**src/rtl/cpu_pkg.sv**
```systemverilog
// Shared types and constants for the tp1 CPU slice.
// The loader FSM state encoding and its default start-of-frame byte live here.
package cpu_pkg;

  localparam logic [7:0] LOADER_MAGIC      = 8'hA5;
  localparam int         LOADER_ADDR_WIDTH = 8;

  typedef enum logic [2:0] {
    LoaderState_IDLE,
    LoaderState_LEN,
    LoaderState_DATA,
    LoaderState_CSUM,
    LoaderState_RUN,
    LoaderState_ERROR
  } LoaderState;

  // A frame is in progress (and the inter-byte timeout armed) only in these states.
  function automatic logic isLoadingState(input LoaderState s);
    return (s == LoaderState_LEN) || (s == LoaderState_DATA) || (s == LoaderState_CSUM);
  endfunction

endpackage

```
**src/rtl/timeout_counter.sv**
```systemverilog
// Idle-cycle watchdog: counts enabled cycles without a clear and pulses
// expired for one cycle when the count reaches TIMEOUT_CYCLES-1.
module timeout_counter #(
  parameter int TIMEOUT_CYCLES = 1_000_000
) (
  input  logic _iClk,
  input  logic _iReset,
  input  logic enable,
  input  logic clear,
  output logic expired
);

  localparam int TIMER_WIDTH = (TIMEOUT_CYCLES > 2) ? $clog2(TIMEOUT_CYCLES) : 1;
  localparam logic [TIMER_WIDTH-1:0] TIMER_LAST = TIMER_WIDTH'(TIMEOUT_CYCLES - 1);

  logic [TIMER_WIDTH-1:0] timerReg;
  logic [TIMER_WIDTH-1:0] timerNext;

  // An arriving byte (clear) beats expiry in the same cycle.
  assign expired = enable && !clear && (timerReg == TIMER_LAST);

  always_comb begin
    timerNext = timerReg;
    if (!enable || clear || expired) begin
      timerNext = '0;
    end else begin
      timerNext = timerReg + TIMER_WIDTH'(1);
    end
  end

  always_ff @(posedge _iClk or negedge _iReset) begin
    if (!_iReset) begin
      timerReg <= '0;
    end else begin
      timerReg <= timerNext;
    end
  end

endmodule

```
**src/rtl/prog_loader.sv**
```systemverilog
// Boot loader for tp1: receives MAGIC, LEN, data, CSUM from the UART, writes the
// image into instruction RAM and releases the CPU only after a good checksum.
module prog_loader
  import cpu_pkg::*;
#(
  parameter logic [7:0] MAGIC          = LOADER_MAGIC,
  parameter int         TIMEOUT_CYCLES = 1_000_000,
  parameter int         ADDR_WIDTH     = LOADER_ADDR_WIDTH
) (
  input  logic                  _iClk,
  input  logic                  _iReset,
  input  logic [7:0]            _iRxData,
  input  logic                  _iRxValid,
  output logic [ADDR_WIDTH-1:0] _oInstMemAddr,
  output logic [7:0]            _oInstMemWData,
  output logic                  _oInstMemWrite,
  output logic                  _oCpuReset,
  output logic                  _oLoading,
  output logic                  _oError
);

  LoaderState stateReg, stateNext;
  logic [8:0]            remainingReg, remainingNext;
  logic [ADDR_WIDTH-1:0] indexReg, indexNext;
  logic [7:0]            sumReg, sumNext;
  logic [ADDR_WIDTH-1:0] addrReg, addrNext;
  logic [7:0]            wDataReg, wDataNext;
  logic                  writeReg, writeNext;
  logic                  cpuResetReg, cpuResetNext;
  logic                  loadingReg, loadingNext;
  logic                  errorReg, errorNext;

  logic timeoutExpired;
  logic magicSeen;

  assign magicSeen = _iRxValid && (_iRxData == MAGIC);

  timeout_counter #(
    .TIMEOUT_CYCLES(TIMEOUT_CYCLES)
  ) uTimeout (
    ._iClk   (_iClk),
    ._iReset (_iReset),
    .enable  (isLoadingState(stateReg)),
    .clear   (_iRxValid),
    .expired (timeoutExpired)
  );

  always_comb begin
    stateNext     = stateReg;
    remainingNext = remainingReg;
    indexNext     = indexReg;
    sumNext       = sumReg;
    addrNext      = addrReg;
    wDataNext     = wDataReg;
    writeNext     = 1'b0;
    errorNext     = errorReg;

    unique case (stateReg)
      LoaderState_IDLE, LoaderState_RUN, LoaderState_ERROR: begin
        if (magicSeen) begin
          stateNext = LoaderState_LEN;
        end
      end

      LoaderState_LEN: begin
        if (_iRxValid) begin
          // A length byte of zero encodes a full 256-byte image.
          remainingNext = (_iRxData == 8'd0) ? 9'd256 : {1'b0, _iRxData};
          indexNext     = '0;
          sumNext       = '0;
          stateNext     = LoaderState_DATA;
        end else if (timeoutExpired) begin
          stateNext = LoaderState_ERROR;
          errorNext = 1'b1;
        end
      end

      LoaderState_DATA: begin
        if (_iRxValid) begin
          writeNext     = 1'b1;
          addrNext      = indexReg;
          wDataNext     = _iRxData;
          indexNext     = indexReg + ADDR_WIDTH'(1);
          sumNext       = sumReg + _iRxData;
          remainingNext = remainingReg - 9'd1;
          if (remainingReg == 9'd1) begin
            stateNext = LoaderState_CSUM;
          end
        end else if (timeoutExpired) begin
          stateNext = LoaderState_ERROR;
          errorNext = 1'b1;
        end
      end

      LoaderState_CSUM: begin
        if (_iRxValid) begin
          if (_iRxData == sumReg) begin
            stateNext = LoaderState_RUN;
            errorNext = 1'b0;
          end else begin
            stateNext = LoaderState_ERROR;
            errorNext = 1'b1;
          end
        end else if (timeoutExpired) begin
          stateNext = LoaderState_ERROR;
          errorNext = 1'b1;
        end
      end

      default: begin
        stateNext = LoaderState_IDLE;
      end
    endcase

    // Outputs follow the next state so they are registered yet change on the deciding edge.
    cpuResetNext = (stateNext != LoaderState_RUN);
    loadingNext  = isLoadingState(stateNext);
  end

  always_ff @(posedge _iClk or negedge _iReset) begin
    if (!_iReset) begin
      stateReg     <= LoaderState_IDLE;
      remainingReg <= '0;
      indexReg     <= '0;
      sumReg       <= '0;
      addrReg      <= '0;
      wDataReg     <= '0;
      writeReg     <= 1'b0;
      cpuResetReg  <= 1'b1;
      loadingReg   <= 1'b0;
      errorReg     <= 1'b0;
    end else begin
      stateReg     <= stateNext;
      remainingReg <= remainingNext;
      indexReg     <= indexNext;
      sumReg       <= sumNext;
      addrReg      <= addrNext;
      wDataReg     <= wDataNext;
      writeReg     <= writeNext;
      cpuResetReg  <= cpuResetNext;
      loadingReg   <= loadingNext;
      errorReg     <= errorNext;
    end
  end

  assign _oInstMemAddr  = addrReg;
  assign _oInstMemWData = wDataReg;
  assign _oInstMemWrite = writeReg;
  assign _oCpuReset     = cpuResetReg;
  assign _oLoading      = loadingReg;
  assign _oError        = errorReg;

endmodule

```
**config.mk**
```make
export PLATFORM = sky130hd
export DESIGN_NAME = prog_loader
export DESIGN_NICKNAME = d
export VERILOG_FILES = /design/src/rtl/cpu_pkg.sv /design/src/rtl/timeout_counter.sv /design/src/rtl/prog_loader.sv
export SDC_FILE = /design/constraint.sdc
export NUM_CORES = 1
export LEC_CHECK = 0
export BUFFER_PORTS_ARGS = -buffer_cell sky130_fd_sc_hd__buf_4
export CAP_MARGIN = 20
export CORE_ASPECT_RATIO = 1.25
export CORE_MARGIN = 4
export CORE_UTILIZATION = 45
export DETAILED_ROUTE_END_ITERATION = 12
export GPL_TIMING_DRIVEN = 0
export HOLD_SLACK_MARGIN = 0.12
export MAX_ROUTING_LAYER = met4
export REMOVE_ABC_BUFFERS = 1
export SYNTH_ARGS = -nofsm -noshare
export SYNTH_HDL_FRONTEND = slang
export SYNTH_SLANG_ARGS = --single-unit
```
**constraint.sdc**
```tcl
create_clock -name _iClk -period 3 [get_ports _iClk]
set_clock_uncertainty 0.05 [all_clocks]
set_input_delay 0.15 -clock _iClk [delete_from_list [all_inputs] [get_ports _iClk]]
set_output_delay 0.15 -clock _iClk [all_outputs]
set_load 0.01 [all_outputs]
```
==> results by group, run 1 <==
Status
  – Status: finished clean

Pwr
  – Switching Power: 435 µW
  – VDD IR max: 0.326 mV
  – Proportion of power drawn by combinational gates: 7.6%
  – Part of the power in the clock network: 40.8%
  – Power density normalized to cell area: 464 nW/µm²
  – Sequential power share: 51.5%
  – Share of total power consumed by net switching: 23.3%
  – Leak: 0.00191 µW
  – Internal power summed over all cells: 1430 µW

STA
  – Ratio of final minimum period to clock period: 89.9%
  – Sum of negative setup slack: 0 ns
  – Number of slew-limit violations in the final report: 0
  – Unrepaired setup endpoints after global routing: false
  – Final-report setup violation count: 0
  – F_max: 0.371 GHz
  – Worst Slack Setup Final: 0.302 ns
  – Actual transition at the worst max-transition pin: 0.876 ns
  – Worst slew slack as a fraction of its limit: 41.6%
  – Final number of hold-violating endpoints: 0
  – Final critical delay including setup and external delays: 2.70 ns
  – Worst hold margin: 0.189 ns

Critical path
  – Critical Path, Cell by Cell: nor3b_2 > nand2_2 > inv_2 > a41oi_1 > o211ai_1 > nor2_1 > nor2_1
  – Max incr delay on CP: 0.56 ns
  – Data arrival, critical path: 2.92 ns
  – Setup slack on the worst flop-to-flop path: 0.30 ns
  – Type of destination of the critical path: flip-flop
  – Worst Path Class, Setup: reg2reg
  – Cell seen most often among critical-path stages: sky130_fd_sc_hd__nor2_1
  – Reg2reg path depth: 7
  – Launching point of the worst reg2reg path: stateReg[1]
  – Nature of the critical path startpoint: flip-flop
  – Maximum fanout count along the critical path: 30
  – Cell type of the slowest stage on the worst timing path: sky130_fd_sc_hd__inv_2
  – Data required time at the worst endpoint: 3.22 ns
  – Crit Reg-Reg Endpoint: _oLoading

Floorplan
  – Die area: 9100 µm²
  – Core outline area: 7400 µm²
  – Overall die height: 106 µm
  – Standard-cell row count: 35
  – Starting utilization of the core area: 46.4%
  – Floorplan die width: 86.1 µm
  – IO Count: 31

Clock tree
  – Maximum count of clock buffers along a single path: 2
  – Number of levels the H-tree was split into: 3
  – Sink Count: 68
  – Clock tree root driver cell: sky130_fd_sc_hd__clkbuf_8
  – Clk Latency, worst-skew pair: 0.34 ns
  – CTS buffer count: 9
  – Clock transition at path regs: 0.07 ns
  – TritonCTS clock tree: built

Route
  – Detailed-route wire length: 7250 µm
  – Number of detailed-route iterations in the first pass: 4
  – Wire length per cell: 14.2 µm
  – DR vias/cell: 5.33
  – Residual DRC: 0
  – Violation count after the first detailed-route iteration: 107
  – Number of antenna-violating nets in the routed design: 0
  – Via Count: 2724

Finish
  – Commonest non-fill, non-tap cell in the layout: sky130_fd_sc_hd__nand2_1
  – Area of all placed cells without fillers: 4020 µm²
  – Layout Area Growth over Synthesis: 17.1%
  – Top library cells by usage in the layout, fill and taps aside: sky130_fd_sc_hd__nand2_1, sky130_fd_sc_hd__dfrtp_1, sky130_fd_sc_hd__nor2_1
  – Post-layout nets: 437
  – Share of final-layout standard cells stronger than drive strength 1: 12.6%
  – Fin cells: 511
  – Diode insertion count for antenna repair: 0

Yosys
  – Unique masters post-synth: 47
  – Gate count after technology mapping: 377
  – Number of enable flip-flop cells after synthesis: 0
  – Combined area of all synthesized cells: 3430 µm²
  – Count of synthesis-stage warnings from yosys: 0
  – Share of flip-flops with an asynchronous set or reset after synthesis: 100%
  – Sequential share of the synthesized area: 49.6%
  – Number of synthesized register bits: 68
  – Average cell area after synthesis: 9.10 µm²
  – Ys flop type: sky130_fd_sc_hd__dfrtp_1

Placement
  – Global placer's final weighted congestion: 0.826
  – Post-detailed-placement cell area: 3730 µm²
  – HPWL after detailed placement: 4790 µm
  – Number of instances in the placed design: 486
  – Buffers on Ports: 30
  – Placement-stage worst setup slack: -0.191 ns

GRT
  – Total Routing Usage GR: 17.8%
  – Largest net degree at the start of global routing: 69
  – Via count of the first global-routing pass: 2698
  – Number of antenna violations at the first check in global routing: 0
  – Global-route wire length before repair: 12700 µm
  – Grt total ovfl: 0

Worst hold path
  – Hold Path Stages: 3
  – Min-delay worst type: in2reg
  – Startpoint of the worst hold path: _iRxValid
  – Sink of the worst hold path: uTimeout.timerReg[1]

Flow run
  – Count of maximum capacitance violations: 0
kinds of logic after synthesis:
logic type,after synthesis,share of synthesized area [%]
and+or+nand+nor,179,24.0
AOI/OAI and AO/OA,68,12.2
DFF,68,49.6
xor gates and xnor gates,27,6.89
buffers and inverters,23,2.66
adders and majority gates,12,4.59
stage by stage:
stage          utilization [%]  power, µW
2_1_floorplan                -       1050
6_report                  54.3       1870
3_3_place_gp              50.2       1110
4_1_cts                   54.3       1890
5_1_grt                   54.3       1950
3_5_place_dp              50.4       1110
power by group through the flow:
stage / Sequential, µW / Clock (µW) / Combinational [µW]
after global placement: 978 / 0 / 132
after floorplan: 977 / 0 / 71.3
final: 961 / 762 / 142
after CTS: 961 / 785 / 145
after global routing: 965 / 825 / 162
after detailed placement: 978 / 0 / 134
metal layers:
metal	wire [µm]	track usage (%)
met3	201	3.83
met2	3610	28.4
met1	3340	22.4
met5	0	-
met4	108	5.88
critical path: cells and delay by family (launching register included):
| family | cells | cell delay [ns] |
|---|---|---|
| compound gates | 2 | 0.35 |
| buf+inv | 1 | 0.56 |
| flops | 1 | 0.50 |
| simple gates | 4 | 1.14 |
repair_timing:
item,CTS,global route
endpoints found under the hold margin,78,0
buffers inserted,0,0
setup endpoints to repair,3,0
hold buffers,9,0
resized for setup,1,0
synth_stat cells (8+ instances only):
cell | instances | area, µm²
sky130_fd_sc_hd__a21oi_1 | 16 | 80.1
sky130_fd_sc_hd__and3_1 | 11 | 68.8
sky130_fd_sc_hd__clkbuf_1 | 9 | 33.8
sky130_fd_sc_hd__dfrtp_1 | 67 | 1680
sky130_fd_sc_hd__ha_1 | 11 | 138
sky130_fd_sc_hd__inv_1 | 8 | 30.0
sky130_fd_sc_hd__nand2_1 | 73 | 274
sky130_fd_sc_hd__nand3_1 | 16 | 80.1
sky130_fd_sc_hd__nor2_1 | 48 | 180
sky130_fd_sc_hd__o21ai_0 | 29 | 145
sky130_fd_sc_hd__xnor2_1 | 12 | 105
sky130_fd_sc_hd__xor2_1 | 15 | 131
how the worst max path moves through the flow:
stage	slack, ns	startpoint	endpoint
floorplan	0.81	stateReg[1]	_oLoading
global placement	-0.18	stateReg[1]	_oLoading
global route	0.04	stateReg[1]	_oLoading
CTS	0.22	stateReg[1]	_oLoading
detailed placement	-0.19	stateReg[1]	_oLoading
finish	0.30	stateReg[1]	_oLoading
area by class of cell:
| cell class | instances | area [µm²] |
|---|---|---|
| Sequential cell | 68 | 1700 |
| Tap cell | 92 | 115 |
| Multi-Input combinational cell | 286 | 1640 |
| Inverter | 9 | 33.8 |
| Fill cell | 679 | 3380 |
| Clock buffer | 14 | 163 |
| Timing Repair Buffer | 40 | 330 |
| Clock inverter | 2 | 35.0 |
flip-flops by register name, summed over array words and instances (netlist names):
register and cells:
uTimeout.timerReg 20, remainingReg 9, _oInstMemAddr 8, _oInstMemWData 8, indexReg 8, sumReg 8
stateReg 3, _oCpuReset 1, _oError 1, _oInstMemWrite 1, _oLoading 1
Power figures use the tool's default switching activity.
==> inputs of run 2 (changes only) <==
--- a/config.mk
+++ b/config.mk
@@ -7,14 +7,18 @@
 export LEC_CHECK = 0
 export BUFFER_PORTS_ARGS = -buffer_cell sky130_fd_sc_hd__buf_4
 export CAP_MARGIN = 20
+export CELL_PAD_IN_SITES_DETAIL_PLACEMENT = 1
+export CELL_PAD_IN_SITES_GLOBAL_PLACEMENT = 2
 export CORE_ASPECT_RATIO = 1.25
 export CORE_MARGIN = 4
-export CORE_UTILIZATION = 45
+export CORE_UTILIZATION = 40
 export DETAILED_ROUTE_END_ITERATION = 12
 export GPL_TIMING_DRIVEN = 0
 export HOLD_SLACK_MARGIN = 0.12
 export MAX_ROUTING_LAYER = met4
+export PLACE_DENSITY_LB_ADDON = 0.1
 export REMOVE_ABC_BUFFERS = 1
 export SYNTH_ARGS = -nofsm -noshare
 export SYNTH_HDL_FRONTEND = slang
+export SYNTH_HIERARCHICAL = 1
 export SYNTH_SLANG_ARGS = --single-unit
==> run 2 against run 1 <==
  * Worst setup slack lost 0.014 ns
  * Synthesized cell count grew 4.8%
  * Area after synthesis grew 4.3%
  * Worst hold slack lost 0.053 ns
  * Wire length grew 20%
  * Power grew 77%
==> results by group, run 2 <==
GRT
  – Grt total ovfl: 0
  – Total Routing Usage GR: 18.9%
  – Via count of the first global-routing pass: 3217
  – Largest net degree at the start of global routing: 69
  – Number of antenna violations at the first check in global routing: 0
  – Global-route wire length before repair: 15500 µm

STA
  – Final number of hold-violating endpoints: 0
  – Actual transition at the worst max-transition pin: 0.875 ns
  – Final critical delay including setup and external delays: 2.71 ns
  – Worst slew slack as a fraction of its limit: 41.7%
  – Final-report setup violation count: 0
  – Worst Slack Setup Final: 0.288 ns
  – Unrepaired setup endpoints after global routing: false
  – Number of slew-limit violations in the final report: 0
  – Ratio of final minimum period to clock period: 90.4%
  – Worst hold margin: 0.136 ns
  – F_max: 0.369 GHz

Route
  – Detailed-route wire length: 8670 µm
  – Wire length per cell: 15.6 µm
  – Residual DRC: 0
  – Number of detailed-route iterations in the first pass: 4
  – Violation count after the first detailed-route iteration: 72
  – DR vias/cell: 5.41
  – Via Count: 3000
  – Number of antenna-violating nets in the routed design: 0

Clock tree
  – TritonCTS clock tree: built
  – Clock tree root driver cell: sky130_fd_sc_hd__clkbuf_8
  – Sink Count: 68
  – Clk Latency, worst-skew pair: 0.34 ns
  – CTS buffer count: 9
  – Number of levels the H-tree was split into: 3
  – Maximum count of clock buffers along a single path: 2
  – Clock transition at path regs: 0.07 ns

Critical path
  – Nature of the critical path startpoint: flip-flop
  – Max incr delay on CP: 0.45 ns
  – Maximum fanout count along the critical path: 7
  – Type of destination of the critical path: flip-flop
  – Data arrival, critical path: 2.93 ns
  – Worst path top cell family by delay: simple AND/OR/NAND/NOR gates
  – Buffer and inverter count on the worst path: 0
  – Cell seen most often among critical-path stages: sky130_fd_sc_hd__a21oi_1
  – Data required time at the worst endpoint: 3.22 ns
  – Cell type of the slowest stage on the worst timing path: sky130_fd_sc_hd__or2_2
  – Critical Path, Cell by Cell: ha_1 > nand4_1 > or2_2 > nor4_4 > mux2_2 > nand2_1 > a21oi_1 > a21oi_1 > or3_1
  – Setup slack on the worst flop-to-flop path: 0.29 ns
  – Worst Path Class, Setup: reg2reg

Yosys
  – Post-synthesis xor/xnor area fraction: 4.65%
  – Leading post-synthesis cells by cell area: sky130_fd_sc_hd__dfrtp_1, sky130_fd_sc_hd__nand2_1, sky130_fd_sc_hd__o21ai_0, sky130_fd_sc_hd__ha_1, sky130_fd_sc_hd__a21oi_1
  – Average cell area after synthesis: 9.06 µm²
  – Number of synthesized register bits: 68
  – Share of flip-flops with an asynchronous set or reset after synthesis: 100%
  – Largest area contributor in the synthesized netlist: sky130_fd_sc_hd__dfrtp_1
  – Share of synthesized cell area in full adder, half adder and majority cells: 4.68%
  – Unique masters post-synth: 51
  – Count of synthesis-stage warnings from yosys: 6
  – Sequential share of the synthesized area: 47.6%
  – Main combinational cell family by area after synthesis: simple AND/OR/NAND/NOR gates
  – Number of enable flip-flop cells after synthesis: 0
  – Leading cell type by number of instances after synthesis: sky130_fd_sc_hd__nand2_1
  – Combined area of all synthesized cells: 3580 µm²
  – Share of cell area taken by muxes after synthesis: 0.315%
  – Ys flop type: sky130_fd_sc_hd__dfrtp_1
  – Share of synthesized cell area in and, or, nand and nor gates: 25.3%
  – Synth Area in Compound Gates: 13.9%
  – Gate count after technology mapping: 395
  – Leading post-synthesis cells by instance count: sky130_fd_sc_hd__nand2_1, sky130_fd_sc_hd__dfrtp_1, sky130_fd_sc_hd__o21ai_0
  – Share of the synthesized area in the top cell type: 46.8%

Finish
  – Top library cells by usage in the layout, fill and taps aside: sky130_fd_sc_hd__nand2_1, sky130_fd_sc_hd__dfrtp_1, sky130_fd_sc_hd__o21ai_0
  – Commonest non-fill, non-tap cell in the layout: sky130_fd_sc_hd__nand2_1
  – Diode insertion count for antenna repair: 0
  – Register with the most flip-flops: uTimeout/timerReg
  – Share of final-layout standard cells stronger than drive strength 1: 14.7%
  – Layout Area Growth over Synthesis: 17.4%
  – Largest registers in the final layout: uTimeout/timerReg x20, remainingReg x9
  – Fill count: 1047
  – Flip-flop count of the largest register, all copies and words added: 20
  – Post-layout nets: 453

Placement
  – HPWL after detailed placement: 6000 µm
  – Buffers on Ports: 30
  – Placement-stage worst setup slack: -0.0228 ns
  – Global placer's final weighted congestion: 0.807

Flow run
  – Count of maximum capacitance violations: 0

Worst hold path
  – Min-delay worst type: in2reg

Floorplan
  – Overall die height: 114 µm
  – Floorplan die width: 92.6 µm
  – Starting utilization of the core area: 41.1%
  – Die area: 10500 µm²
  – Standard-cell row count: 38
  – Core outline area: 8700 µm²
  – IO Count: 31

Pwr
  – Leak: 0.00186 µW
  – VDD IR max: 0.350 mV
  – Power density normalized to cell area: 785 nW/µm²

Status
  – Status: finished clean
-- run 2: what timing repair did --
| item | CTS | global route |
|---|---|---|
| endpoints found under the hold margin | 78 | 0 |
| setup buffers | 0 | 0 |
| endpoints found under the setup margin | 1 | 1 |
| gates resized for setup | 1 | 1 |
| hold buffers | 8 | 0 |
-- run 2: worst min-delay path: stages --
cell and delay [ns]:
sky130_fd_sc_hd__buf_4 0.12, sky130_fd_sc_hd__a22oi_1 0.08, sky130_fd_sc_hd__o21ai_0 0.14
-- run 2: metrics by stage --
stage                     std cells  area, µm²  setup TNS [ns]  power [µW]  util, %
after global routing            555       4200               0        3600     48.3
final                           555       4200               0        3300     48.3
after floorplan                 381       3510               0        2070        -
after CTS                       555       4200               0        3350     48.2
after global placement          531       3890               0        2450     44.7
after detailed placement        531       3890         -0.0228        2500     44.7
-- run 2: logic make-up (layout without fill, tap and decap cells) --
family          count (synthesis)  in the layout
mux                             1              1
fa+ha+maj                      13             13
buf+inv                        30             70
simple gates                  180            180
compound gates                 84             84
xor+xnor                       19             19
flops                          68             68
-- run 2: final timing paths --
kind                                           start  cells past startpoint              endpoint
worst max-delay path            uTimeout/timerReg[0]                      9            _oCpuReset
worst min register to register      _oInstMemAddr[4]                      2      _oInstMemAddr[4]
worst min-delay path                     _iRxData[7]                      3       remainingReg[7]
worst max register to register  uTimeout/timerReg[0]                      9            _oCpuReset
max in group asynchronous                    _iReset                      2  uTimeout/timerReg[3]
min in group asynchronous                    _iReset                      2        _oInstMemWrite
-- run 2: power breakdown --
part / switching [µW] / internal (µW) / total (µW)
clock: 353 / 474 / 827
combinational: 651 / 470 / 1120
sequential: 207 / 1140 / 1350
-- run 2: area by class of cell --
type	instances	area (µm²)	share of cell area, %
multi-input combinational	297	1760	42.0
sequential	68	1700	40.5
tap	120	150	3.57
inverter	16	60.1	1.43
timing repair buffer	38	305	7.26
clock buffer	13	179	4.26
clock inverter	3	42.5	1.01
-- run 2: routing by layer --
| metal | part of all wire, % | up-vias | GRT usage, % |
|---|---|---|---|
| met5 | 0 | - | - |
| met4 | 2.4 | 0 | 8.50 |
| met3 | 2.6 | 12 | 3.50 |
| met2 | 51 | 39 | 31.3 |
| met1 | 44 | 1505 | 22.6 |
| li1 | - | 1444 | - |
==> inputs of run 3 (changes only) <==
--- a/config.mk
+++ b/config.mk
@@ -12,11 +12,12 @@
 export CORE_ASPECT_RATIO = 1.25
 export CORE_MARGIN = 4
 export CORE_UTILIZATION = 40
+export CTS_CLUSTER_SIZE = 12
 export DETAILED_ROUTE_END_ITERATION = 12
 export GPL_TIMING_DRIVEN = 0
 export HOLD_SLACK_MARGIN = 0.12
 export MAX_ROUTING_LAYER = met4
-export PLACE_DENSITY_LB_ADDON = 0.1
+export PLACE_DENSITY_LB_ADDON = 0.05
 export REMOVE_ABC_BUFFERS = 1
 export SYNTH_ARGS = -nofsm -noshare
 export SYNTH_HDL_FRONTEND = slang
==> run 3 against run 2 <==
  * Clock power shrank 9.3%
  * Final cell count grew 0.36%
  * First-iteration DRC count grew 38%
  * Critical path type unchanged
  * Critical path depth is the same
  * Highest routed layer unchanged
  * Clock-buffer cell count shrank 4
  * Combinational power is essentially flat
  * Power shrank 2.3%
  * Final area shrank 0.24%
  * Non-clock buffer count grew 2
  * Sequential power is essentially flat
  * Sequential cell count is the same
  * Utilization shrank 0.12 points
==> results by group, run 3 (synthesis gave the netlist of run 2 again) <==
Route
  – Wire length per cell: 15.6 µm
  – Via Count: 2987
  – Residual DRC: 0
  – Detailed-route wire length: 8660 µm
  – Number of antenna-violating nets in the routed design: 0
  – DR vias/cell: 5.36
  – Violation count after the first detailed-route iteration: 99
  – Number of detailed-route iterations in the first pass: 4

Clock tree
  – Clock transition at path regs: 0.08 ns
  – TritonCTS clock tree: built
  – Clk Latency, worst-skew pair: 0.35 ns
  – Sink Count: 68
  – Maximum count of clock buffers along a single path: 2
  – Number of levels the H-tree was split into: 3
  – Clock tree root driver cell: sky130_fd_sc_hd__clkbuf_8
  – Buffers inserted during post-CTS setup optimization: 0
  – CTS buffer count: 9

Placement
  – HPWL after detailed placement: 5960 µm
  – Buffers on Ports: 30
  – Global placer's final weighted congestion: 0.777

STA
  – Sum of negative setup slack: 0 ns
  – Unrepaired setup endpoints after global routing: false
  – Actual transition at the worst max-transition pin: 0.892 ns
  – Final number of hold-violating endpoints: 0
  – Final critical delay including setup and external delays: 2.65 ns
  – Ratio of final minimum period to clock period: 88.4%
  – Worst slew slack as a fraction of its limit: 40.6%
  – F_max: 0.377 GHz
  – Number of slew-limit violations in the final report: 0
  – Final-report setup violation count: 0

Finish
  – Share of final-layout standard cells stronger than drive strength 1: 14.6%
  – Flip-flop count of the largest register, all copies and words added: 20
  – Largest registers in the final layout: uTimeout/timerReg x20, remainingReg x9
  – Diode insertion count for antenna repair: 0
  – Post-layout nets: 455
  – Layout Area Growth over Synthesis: 17.2%
  – Register with the most flip-flops: uTimeout/timerReg
  – Top library cells by usage in the layout, fill and taps aside: sky130_fd_sc_hd__nand2_1, sky130_fd_sc_hd__dfrtp_1, sky130_fd_sc_hd__o21ai_0
  – Commonest non-fill, non-tap cell in the layout: sky130_fd_sc_hd__nand2_1

Pwr
  – Sum of internal, switching and leakage power: 3220 µW
  – Leak: 0.00185 µW
  – Power density normalized to cell area: 768 nW/µm²
  – VDD IR max: 0.376 mV

Critical path
  – Data required time at the worst endpoint: 3.23 ns
  – Cell seen most often among critical-path stages: sky130_fd_sc_hd__a21oi_1
  – Nature of the critical path startpoint: flip-flop
  – Maximum fanout count along the critical path: 7
  – Worst Path Class, Setup: reg2reg
  – Max incr delay on CP: 0.44 ns
  – Type of destination of the critical path: flip-flop
  – Critical Path, Cell by Cell: ha_1 > nand4_1 > or2_2 > nor4_4 > mux2_2 > nand2_1 > a21oi_1 > a21oi_1 > or3_1
  – Data arrival, critical path: 2.88 ns
  – Cell type of the slowest stage on the worst timing path: sky130_fd_sc_hd__or2_2

GRT
  – Global-route wire length before repair: 15300 µm
  – Via count of the first global-routing pass: 3129
  – Total Routing Usage GR: 18.8%
  – Largest net degree at the start of global routing: 69
  – Grt total ovfl: 0
  – Number of antenna violations at the first check in global routing: 0

Floorplan
  – Starting utilization of the core area: 41.1%
  – Overall die height: 114 µm
  – Core outline area: 8700 µm²
  – Die area: 10500 µm²
  – Floorplan die width: 92.6 µm
  – Standard-cell row count: 38
  – IO Count: 31

Flow run
  – Count of maximum capacitance violations: 0

Status
  – Status: finished clean

Worst hold path
  – Min-delay worst type: in2async
## run 3: cell types whose count changed in the layout (fill, tap and decap cells not counted)
cell,previous run,this run
sky130_fd_sc_hd__clkbuf_8,13,9
sky130_fd_sc_hd__dlygate4sd3_1,8,10
sky130_fd_sc_hd__clkinv_2,1,3
sky130_fd_sc_hd__clkinvlp_4,1,3
## run 3: what timing repair did
action	in CTS	in global routing
hold buffers	10	0
setup endpoints to repair	0	2
resized for setup	0	2
hold endpoints to repair	81	0
## run 3: power by group
part | switching [µW] | internal (µW)
registers | 205 | 1140
logic | 651 | 472
clock network | 371 | 379
total | 1230 | 2000
## run 3: path summary, 6_finish.rpt
check | slack, ns | end | cells past startpoint | startpoint
max | 0.35 | _oCpuReset | 9 | uTimeout/timerReg[0]
min | 0.41 | _oInstMemAddr[3] | 2 | _iReset
max reg2reg | 0.35 | _oCpuReset | 9 | uTimeout/timerReg[0]
min reg2reg | 0.43 | _oInstMemAddr[3] | 2 | _oInstMemAddr[3]
max in group asynchronous | 1.90 | sumReg[5] | 2 | _iReset
min in group _iClk | 0.43 | _oInstMemAddr[3] | 2 | _oInstMemAddr[3]
## run 3: stage by stage
stage	util [%]	cells	hold WS [ns]	setup WS (ns)	instance area, µm²
detailed placement	44.7	531	0.291	0.0678	3890
global route	48.2	557	0.459	0.0860	4190
floorplan	-	381	-0.196	0.486	3510
finish	48.2	557	0.406	0.348	4190
CTS	48.0	557	0.434	0.0515	4180
global placement	44.7	531	0.284	0.0554	3890
## run 3: area by class of cell
type                       count  area (µm²)
inverter                      16        60.1
clock inverter                 7        67.6
timing repair buffer          40         325
clock buffer                   9         124
sequential                    68        1700
multi-input combinational    297        1760
fill                        1050        4510
tap                          120         150
## run 3: layer usage
layer,GRT usage (%),share of wire (%),vias to the layer above
li1,-,-,1457
met1,22.6,44,1484
met2,31.9,51,36
met3,2.44,2.7,10
met4,7.62,1.8,0
met5,-,0,-
## run 3: worst max-delay path: cells and delay by family, from the launching register on
kind	cells	cell delay (ns)
compound gates	2	0.23
fa+ha+maj	1	0.23
flops	1	0.39
mux	1	0.23
simple gates	5	1.45
